### config.mk
export PLATFORM = sky130hd
export DESIGN_NAME = mvb_tx_scheduler
export DESIGN_NICKNAME = d
export VERILOG_FILES = /design/src/rtl/mvb_tx_scheduler.sv
export SDC_FILE = /design/constraint.sdc
export NUM_CORES = 1
export LEC_CHECK = 0
export BUFFER_PORTS_ARGS = -buffer_cell sky130_fd_sc_hd__buf_2
export CELL_PAD_IN_SITES_DETAIL_PLACEMENT = 1
export CELL_PAD_IN_SITES_GLOBAL_PLACEMENT = 1
export CORE_ASPECT_RATIO = 1.2
export CORE_UTILIZATION = 38
export CTS_CLUSTER_DIAMETER = 30
export DETAILED_ROUTE_END_ITERATION = 12
export HOLD_SLACK_MARGIN = 0.06
export PLACE_DENSITY = 0.83
export SYNTH_ARGS = -nofsm -noshare
export SYNTH_HDL_FRONTEND = slang
export SYNTH_SLANG_ARGS = --single-unit
### constraint.sdc
create_clock -name clk_i -period 2.11 [get_ports clk_i]
set_input_delay 0.422 -clock clk_i [delete_from_list [all_inputs] [get_ports clk_i]]
set_output_delay 0.422 -clock clk_i [all_outputs]
set_load 0.05 [all_outputs]
### src/rtl/mvb_tx_scheduler.sv
// MVB transmit scheduler: arbitrates master/slave frame requests, strobes the encoder,
// then waits for end-of-frame or a timeout before holding an inter-frame gap.
module mvb_tx_scheduler #(
  parameter int unsigned STROBE_CYC  = 16,
  parameter int unsigned GAP_CYC     = 48,
  parameter int unsigned TIMEOUT_CYC = 32767
) (
  input  logic       clk_i,
  input  logic       rst_ni,
  input  logic       m_req_i,
  input  logic [6:0] m_len_i,
  input  logic       s_req_i,
  input  logic [6:0] s_len_i,
  output logic       m_ack_o,
  output logic       s_ack_o,
  input  logic       frame_over_i,
  input  logic       decode_over_i,
  output logic       send_frame_o,
  output logic [6:0] data_length_o,
  output logic       master_frame_o,
  output logic       slave_frame_o,
  output logic       tx_busy_o,
  output logic       tx_done_o,
  output logic       tx_error_o
);

  localparam int unsigned MaxSg  = (STROBE_CYC > GAP_CYC) ? STROBE_CYC : GAP_CYC;
  localparam int unsigned CntMax = (TIMEOUT_CYC > MaxSg) ? TIMEOUT_CYC : MaxSg;
  localparam int unsigned CntW   = $clog2(CntMax + 1);

  localparam logic [CntW-1:0] StrobeLast  = CntW'(STROBE_CYC - 1);
  localparam logic [CntW-1:0] GapLast     = CntW'(GAP_CYC - 1);
  localparam logic [CntW-1:0] TimeoutLast = CntW'(TIMEOUT_CYC - 1);
  localparam logic [CntW-1:0] CntTop      = CntW'(CntMax);

  typedef enum logic [1:0] {StIdle, StStrobe, StWaitDone, StGap} state_e;

  state_e          state_q, state_d;
  logic [CntW-1:0] cnt_q, cnt_d;
  logic            fo_q;
  logic [6:0]      len_q, len_d;
  logic            master_q, master_d;
  logic            slave_q, slave_d;
  logic            m_ack_q, m_ack_d;
  logic            s_ack_q, s_ack_d;
  logic            done_q, done_d;
  logic            err_q, err_d;

  logic [6:0] grant_len;
  logic       len_bad;

  // Slave wins a simultaneous request; the master request is simply not taken.
  assign grant_len = s_req_i ? s_len_i : m_len_i;
  assign len_bad   = (grant_len == 7'd0) || (grant_len > 7'd64);

  always_comb begin
    state_d  = state_q;
    cnt_d    = cnt_q;
    len_d    = len_q;
    master_d = master_q;
    slave_d  = slave_q;
    m_ack_d  = 1'b0;
    s_ack_d  = 1'b0;
    done_d   = 1'b0;
    err_d    = 1'b0;
    unique case (state_q)
      StIdle: begin
        if (!decode_over_i && (s_req_i || m_req_i)) begin
          len_d    = grant_len;
          slave_d  = s_req_i;
          master_d = ~s_req_i;
          s_ack_d  = s_req_i;
          m_ack_d  = ~s_req_i;
          cnt_d    = '0;
          if (len_bad) begin
            err_d   = 1'b1;
            state_d = StGap;
          end else begin
            state_d = StStrobe;
          end
        end
      end
      StStrobe: begin
        if (cnt_q == StrobeLast) begin
          cnt_d   = '0;
          state_d = StWaitDone;
        end else begin
          cnt_d = cnt_q + 1'b1;
        end
      end
      StWaitDone: begin
        if (frame_over_i && !fo_q) begin
          done_d  = 1'b1;
          cnt_d   = '0;
          state_d = StGap;
        end else if (cnt_q == TimeoutLast) begin
          err_d   = 1'b1;
          cnt_d   = '0;
          state_d = StGap;
        end else if (cnt_q != CntTop) begin
          cnt_d = cnt_q + 1'b1;
        end
      end
      StGap: begin
        if (cnt_q == GapLast) begin
          cnt_d    = '0;
          master_d = 1'b0;
          slave_d  = 1'b0;
          state_d  = StIdle;
        end else begin
          cnt_d = cnt_q + 1'b1;
        end
      end
      default: state_d = StIdle;
    endcase
  end

  always_ff @(posedge clk_i or negedge rst_ni) begin
    if (!rst_ni) begin
      state_q  <= StIdle;
      cnt_q    <= '0;
      fo_q     <= 1'b0;
      len_q    <= '0;
      master_q <= 1'b0;
      slave_q  <= 1'b0;
      m_ack_q  <= 1'b0;
      s_ack_q  <= 1'b0;
      done_q   <= 1'b0;
      err_q    <= 1'b0;
    end else begin
      state_q  <= state_d;
      cnt_q    <= cnt_d;
      fo_q     <= frame_over_i;
      len_q    <= len_d;
      master_q <= master_d;
      slave_q  <= slave_d;
      m_ack_q  <= m_ack_d;
      s_ack_q  <= s_ack_d;
      done_q   <= done_d;
      err_q    <= err_d;
    end
  end

  // Decoded straight from state so an asynchronous reset drops the strobe at once.
  assign send_frame_o   = (state_q == StStrobe);
  assign tx_busy_o      = (state_q != StIdle);
  assign data_length_o  = len_q;
  assign master_frame_o = master_q;
  assign slave_frame_o  = slave_q;
  assign m_ack_o        = m_ack_q;
  assign s_ack_o        = s_ack_q;
  assign tx_done_o      = done_q;
  assign tx_error_o     = err_q;

endmodule

==> results of run 1 <==
[metrics by stage]
stage / area [µm²] / setup WS (ps) / utilization, % / setup TNS, ps
6_report: 2520 / 3.04 / 54.4 / 0
2_1_floorplan: 1850 / 40.6 / - / 0
4_1_cts: 2450 / 0.875 / 52.9 / 0
5_1_grt: 2520 / -47.3 / 54.4 / -420
3_3_place_gp: 2280 / 96.5 / 49.4 / 0
3_5_place_dp: 2280 / -27.3 / 49.4 / -119
[cell usage after synthesis, types with 2 or more instances]
cell type,instances
o21ai_1,2
and2_1,2
nor4_4,2
mux2i_1,10
nor3_1,6
nor2_1,8
a21oi_1,7
or4_1,5
nor3_2,2
or3_1,4
nand2_1,21
or4_4,2
nor4b_1,2
nand4_1,5
xnor2_1,4
inv_1,6
o31ai_1,7
o21ai_0,15
xor2_1,4
buf_2,3
and3_1,2
nand3_1,7
dfrtp_1,31
nor2b_1,4
clkbuf_1,2
ha_1,6
[worst paths after layout]
check	from	to	slack, ps	cells past startpoint
min in group clk_i	frame_over_i	fo_q$_DFF_PN0_	260	1
worst min register to register	data_length_o[1]$_DFFE_PN0P_	data_length_o[1]$_DFFE_PN0P_	470	2
worst min-delay path	rst_ni	cnt_q[7]$_DFFE_PN0P_	180	1
worst max-delay path	state_q[1]$_DFFE_PN0P_	cnt_q[5]$_DFFE_PN0P_	3	8
max in group asynchronous	rst_ni	state_q[0]$_DFFE_PN0P_	1440	1
worst max register to register	state_q[1]$_DFFE_PN0P_	cnt_q[5]$_DFFE_PN0P_	3	8
[final cells by class]
type	instances	area (µm²)	area share [%]
well taps	58	72.6	2.88
flip-flops and latches	31	777	30.9
inverters	7	26.3	1.04
clock inverters	2	35.0	1.39
repair buffers	67	429	17.1
multi-input cells	146	1090	43.5
clock buffers	6	82.6	3.28
[logic make-up (layout without fill, tap and decap cells)]
| group | count (synthesis) | after routing | synth area share (%) |
|---|---|---|---|
| simple gates | 80 | 80 | 26.6 |
| compound gates | 42 | 42 | 15.4 |
| mux | 10 | 10 | 5.43 |
| xor+xnor | 8 | 8 | 3.80 |
| flops | 31 | 31 | 42.1 |
| fa+ha+maj | 6 | 6 | 4.07 |
| buf+inv | 12 | 82 | 2.65 |
[cells in the final DEF (no fill, tap or decap), drive strengths merged, types with 7 or more instances in the layout]
| cell | count |
|---|---|
| a21oi | 7 |
| buf | 67 |
| dfrtp | 31 |
| mux2i | 10 |
| nand2 | 21 |
| nand3 | 7 |
| nor2 | 8 |
| nor3 | 8 |
| o21ai | 17 |
| o31ai | 7 |
| or4 | 8 |
[registers in the layout (all words and copies together), names as in the netlist]
name	flops
cnt_q	15
data_length_o	7
state_q	2
fo_q	1
m_ack_o	1
master_frame_o	1
s_ack_o	1
slave_frame_o	1
tx_done_o	1
tx_error_o	1
[power breakdown]
| part | internal [µW] | switching (µW) |
|---|---|---|
| logic | 634 | 1170 |
| registers | 741 | 101 |
| clock network | 382 | 226 |
| total | 1760 | 1500 |
[per-layer routing]
layer,vias up,routed length (µm),share of wire (%)
met5,-,0,0
met4,0,111,1.9
met3,12,206,3.6
met2,50,3220,56
met1,897,2260,39
li1,837,-,-
[what timing repair did]
action | in CTS | in global routing
pin swaps | 3 | 3
resized for setup | 7 | 14
buffers inserted | 2 | 2
endpoints found under the setup margin | 9 | 15
==> metrics.md, run 1 <==
| Metric | Value |
|---|---|
| Data arrival time of the critical path | `2280 ps` |
| Remaining antenna violation count | `0` |
| DIE WIDTH | `65.6 µm` |
| TritonCTS clock tree | `built` |
| Fmax | `0.475 GHz` |
| CP required | `2280 ps` |
| Area leader, netlist | `dfrtp_1` |
| GRT busiest layer | `met2` |
| Area share of the largest cell type after synthesis | `42.1%` |
| CTS Buffer Depth | `2` |
| First-pass GRT wire length | `9.16 mm` |
| Largest delay share family, worst path | `simple AND/OR/NAND/NOR gates` |
| DR vias | `1796` |
| Area grow syn2layout | `36.4%` |
| Synth area leaders | `dfrtp_1, mux2i_1, nand2_1` |
| Fraction of registers with async set/reset | `100%` |
| Power per cell area | `1290 nW/µm²` |
| DIE AREA | `5140 µm²` |
| First drt pass iteration count | `5` |
| Synth Flop Type | `dfrtp_1` |
| Nets@finish | `284` |
| Synthesized instance count | `189` |
| Clock Skew | `4.31 ps` |
| CORE AREA | `4630 µm²` |
| Netlist Area Pre-Place | `1840 µm²` |
| Hold WS | `177 ps` |
| Synth Register Bits | `31` |
| Largest net degree at the start of global routing | `32` |
| CP Max Fanout | `6` |
| Worst rel slew slack | `53.4%` |
| Num ports | `35` |
| CTS sink cnt | `31` |
| RD Place Congestion | `0.881` |
| Number of diodes | `0` |
| Clock root cell | `clkbuf_8` |
| Clock slew at reported path FFs | `70 ps` |
| Met3 Usage GRT | `5.52%` |
| P_leak | `0.00113 µW` |
| Status | `finished, final reports clean` |
| Period utilization | `99.9%` |
| Vias/cell | `5.67` |
| Non-filler cells in the finished layout | `317` |
| RSZ-0062 raised after global routing | `true` |
| Syn nets | `215` |
| Cell Rows | `27` |
| Library cells used by synthesis | `46` |
| Slowest CP cell | `or4b_4` |
| Worst Tran Pin Value | `700 ps` |
| VDD IR-drop max | `0.969 mV` |
| Max_cap viols | `0` |
| CTS buffer count | `5` |
| Buf/Inv on CP | `2` |
| Sequential-to-total area share from yosys stat | `42.1%` |
| Initial core utilization | `39.8%` |
| Routing usage on met1 | `27.0%` |
| Fillers | `539` |
| WS Path Type | `register to register` |
| Min Tclk post-route | `2110 ps` |
| Slew Limit Fails | `0` |
| Crit start category | `register` |
| Post-DP HPWL | `4.13 mm` |
| CP Capture Type | `register` |
| Final Setup Violations | `0` |
| Number of antenna violations at the first check in global routing | `0` |
| Residual DRC | `0` |
| YS warnings | `0` |
| M2 GR Usage | `42.9%` |
| Post-CTS Hold Fix Bufs | `0` |
| Port buffer count | `34` |
| Crit path cell chain | `inv_2 -> ha_4 -> or4b_4 -> nor4_4 -> nor3_4 -> o32ai_4 -> buf_6 -> a21oi_2` |
| Worst skew pair latency | `290 ps` |
| DRT iter0 DRCs | `44` |
| Layout cells sized above 1 | `40.2%` |
| Placed Cells | `305` |
| GR Overflow Total | `0` |
| Global Route Usage Sum | `24.2%` |
| Die height | `78.3 µm` |
| Post-Syn Area per Cell | `9.76 µm²` |
| Post-synth EDFFs | `0` |
| Worst path max stage delay | `490 ps` |
| H-tree depth | `2` |
| Number of global-route vias before repair | `1892` |
| Total power draw | `3260 µW` |
| Final wirelength | `5.79 mm` |
| Drt wl/cell | `18.3 µm` |
| Fin. Hold Viols | `0` |
| Tightest Hold Check Type | `input port to async pin` |
No activity file was read; power rests on OpenSTA's default activity.
==> run 2, diff against run 1 <==
--- a/config.mk
+++ b/config.mk
@@ -5,11 +5,12 @@
 export SDC_FILE = /design/constraint.sdc
 export NUM_CORES = 1
 export LEC_CHECK = 0
+export ABC_AREA = 1
 export BUFFER_PORTS_ARGS = -buffer_cell sky130_fd_sc_hd__buf_2
 export CELL_PAD_IN_SITES_DETAIL_PLACEMENT = 1
 export CELL_PAD_IN_SITES_GLOBAL_PLACEMENT = 1
 export CORE_ASPECT_RATIO = 1.2
-export CORE_UTILIZATION = 38
+export CORE_UTILIZATION = 36
 export CTS_CLUSTER_DIAMETER = 30
 export DETAILED_ROUTE_END_ITERATION = 12
 export HOLD_SLACK_MARGIN = 0.06
==> run 2 against run 1 <==
Compared with the run above:
- global-route usage shrank 3.4 points
- clock skew grew 3.4 ps
- sequential share of layout area grew 2.6 points
- fmax grew 9.8%
- cell area shrank 8.0%
- clock power shrank 13%
- register-to-register slack gained 280 ps
==> metrics.md, run 2 <==
| Metric | Value |
|---|---|
| Fmax | `0.521 GHz` |
| Number of global-route vias before repair | `2027` |
| Synthesized instance count | `267` |
| Global Route Usage Sum | `20.8%` |
| CP Max Fanout | `6` |
| DIE AREA | `5750 µm²` |
| CTS resizes | `0` |
| Synth area leaders | `dfrtp_1, nand2_1, nor2_1` |
| Worst R2R Setup Slack | `280 ps` |
| Drt wl/cell | `14.8 µm` |
| Area grow syn2layout | `18.1%` |
| Worst R2R Start | `state_q[0]$_DFFE_PN0P_` |
| Synth Flop Type | `dfrtp_1` |
| P_leak | `0.00115 µW` |
| Max reg flops | `15` |
| TritonCTS clock tree | `built` |
| Worst r2r dst | `cnt_q[9]$_DFFE_PN0P_` |
| Reg2reg path depth | `10` |
| CP Capture Type | `primary output` |
| Fraction of registers with async set/reset | `100%` |
| Worst skew pair latency | `290 ps` |
| Final wirelength | `5.51 mm` |
| Data arrival time of the critical path | `1500 ps` |
| YS warnings | `0` |
| Total setup buffers inserted after CTS | `0` |
| Worst path max stage delay | `390 ps` |
| DRT iter0 DRCs | `65` |
| RD Place Congestion | `0.801` |
| Crit start category | `register` |
| RSZ-0062 raised after global routing | `false` |
| Number of antenna violations at the first check in global routing | `0` |
| DIE WIDTH | `69.4 µm` |
| Cell Rows | `29` |
| Syn nets | `293` |
| Crit path cell chain | `inv_1 -> ha_1 -> inv_1 -> buf_2` |
| Clock Skew | `7.67 ps` |
| Commonest non-fill, non-tap cells in the layout | `nand2_1, nor2_1, buf_2` |
| Number of diodes | `0` |
| CTS buffer count | `5` |
| Area share of the largest cell type after synthesis | `39.6%` |
| Period utilization | `91.0%` |
| Min Tclk post-route | `1920 ps` |
| Port buffer count | `34` |
| Remaining antenna violation count | `0` |
| CTS Buffer Depth | `2` |
| Post-synth EDFFs | `0` |
| GR Overflow Total | `0` |
| WS Path Type | `register to primary output` |
| Hold WS | `191 ps` |
| Top-count cell post-synth | `nand2_1` |
| CP required | `1690 ps` |
| H-tree depth | `2` |
| Clock root cell | `clkbuf_8` |
| Fin area | `2320 µm²` |
| Nets@finish | `334` |
| Post-DP HPWL | `4.27 mm` |
| Top cell by count, worst path | `inv_1` |
| Power per cell area | `1210 nW/µm²` |
| VDD IR-drop max | `0.883 mV` |
| Post-Syn Area per Cell | `7.34 µm²` |
| Tightest Hold Check Type | `input port to async pin` |
| Vias/cell | `5.17` |
| Slowest CP cell | `dfrtp_1` |
| First drt pass iteration count | `4` |
| Largest Register | `cnt_q` |
| Worst Tran Pin Value | `727 ps` |
| Total power draw | `2810 µW` |
| Status | `finished, final reports clean` |
| Final Setup Violations | `0` |
| Residual DRC | `0` |
| Netlist Area Pre-Place | `1960 µm²` |
| Area leader, netlist | `dfrtp_1` |
| Commonest cells in the netlist | `nand2_1, nor2_1, dfrtp_1, inv_1, nand3_1` |
| Synth Register Bits | `31` |
| DR vias | `1919` |
| Largest net degree at the start of global routing | `32` |
| Largest delay share family, worst path | `buffers and inverters` |
| Slew Limit Fails | `0` |
| Worst rel slew slack | `51.5%` |
| Commonest non-fill, non-tap cell in the layout | `nand2_1` |
| CTS sink cnt | `31` |
| Layout cells sized above 1 | `22.7%` |
| Fin. Hold Viols | `0` |
| Buf/Inv on CP | `3` |
| Sequential-to-total area share from yosys stat | `39.6%` |
| Final setup TNS | `0 ps` |
| CORE AREA | `5260 µm²` |
| Library cells used by synthesis | `30` |
| Die height | `82.8 µm` |
| Max_cap viols | `0` |
| Post-CTS Hold Fix Bufs | `0` |
| DP Area | `2220 µm²` |
| First-pass GRT wire length | `9.58 mm` |
| Initial core utilization | `37.3%` |
| Num ports | `35` |
| Clock slew at reported path FFs | `70 ps` |
run 2: worst max path at each step:
| stage | startpoint | end | cells after the start |
|---|---|---|---|
| floorplan | state_q[1]$_DFFE_PN0P_ | cnt_q[11]$_DFFE_PN0P_ | 6 |
| global placement | s_req_i | tx_error_o$_DFF_PN0_ | 8 |
| detailed placement | state_q[0]$_DFFE_PN0P_ | cnt_q[9]$_DFFE_PN0P_ | 10 |
| CTS | state_q[0]$_DFFE_PN0P_ | tx_busy_o | 4 |
| global route | state_q[0]$_DFFE_PN0P_ | tx_busy_o | 4 |
| finish | state_q[0]$_DFFE_PN0P_ | tx_busy_o | 4 |
run 2: layer usage:
layer	wire, µm	vias up	GRT usage (%)
met3	176	6	3.76
li1	-	943	-
met1	2260	935	23.6
met5	0	-	0
met4	63	0	6.86
met2	3000	35	38.7
run 2: logic make-up after synthesis:
logic type | Yosys count | share of synthesized area [%]
AND/OR/NAND/NOR | 172 | 41.1
buffers and inverters | 31 | 6.25
flip-flops | 31 | 39.6
AO/OA/AOI/OAI | 24 | 7.91
adder cells (fa/ha/maj) | 6 | 3.83
XOR/XNOR | 3 | 1.34
run 2: worst register-to-register path, stage by stage, from the launching register on:
cell,delay [ps]
dfrtp_1,410
inv_1,90
ha_1,250
inv_1,110
nor2_1,280
nand3_4,220
nand2_8,170
inv_4,60
nand2_2,50
nand2_1,60
nor2_2,80
run 2: power breakdown:
group / switching [µW] / total, µW / internal (µW)
combinational: 1050 / 1450 / 393
clock: 228 / 526 / 298
sequential: 97.6 / 838 / 740
total: 1380 / 2810 / 1430
run 2: area by class of cell:
cell class / count / area (µm²)
Tap cell: 62 / 77.6
Fill cell: 679 / 2950
Multi-Input combinational cell: 205 / 1060
Timing Repair Buffer: 37 / 193
Clock buffer: 8 / 100
Sequential cell: 31 / 776
Inverter: 28 / 108
run 2: per-stage QoR:
step                      util [%]  std cells  setup slack [ps]
after floorplan                  -        267               465
after global placement        42.1        363               367
after detailed placement      42.1        363               315
after CTS                     44.0        371               157
after global routing          44.0        371              64.3
final                         44.0        371               191
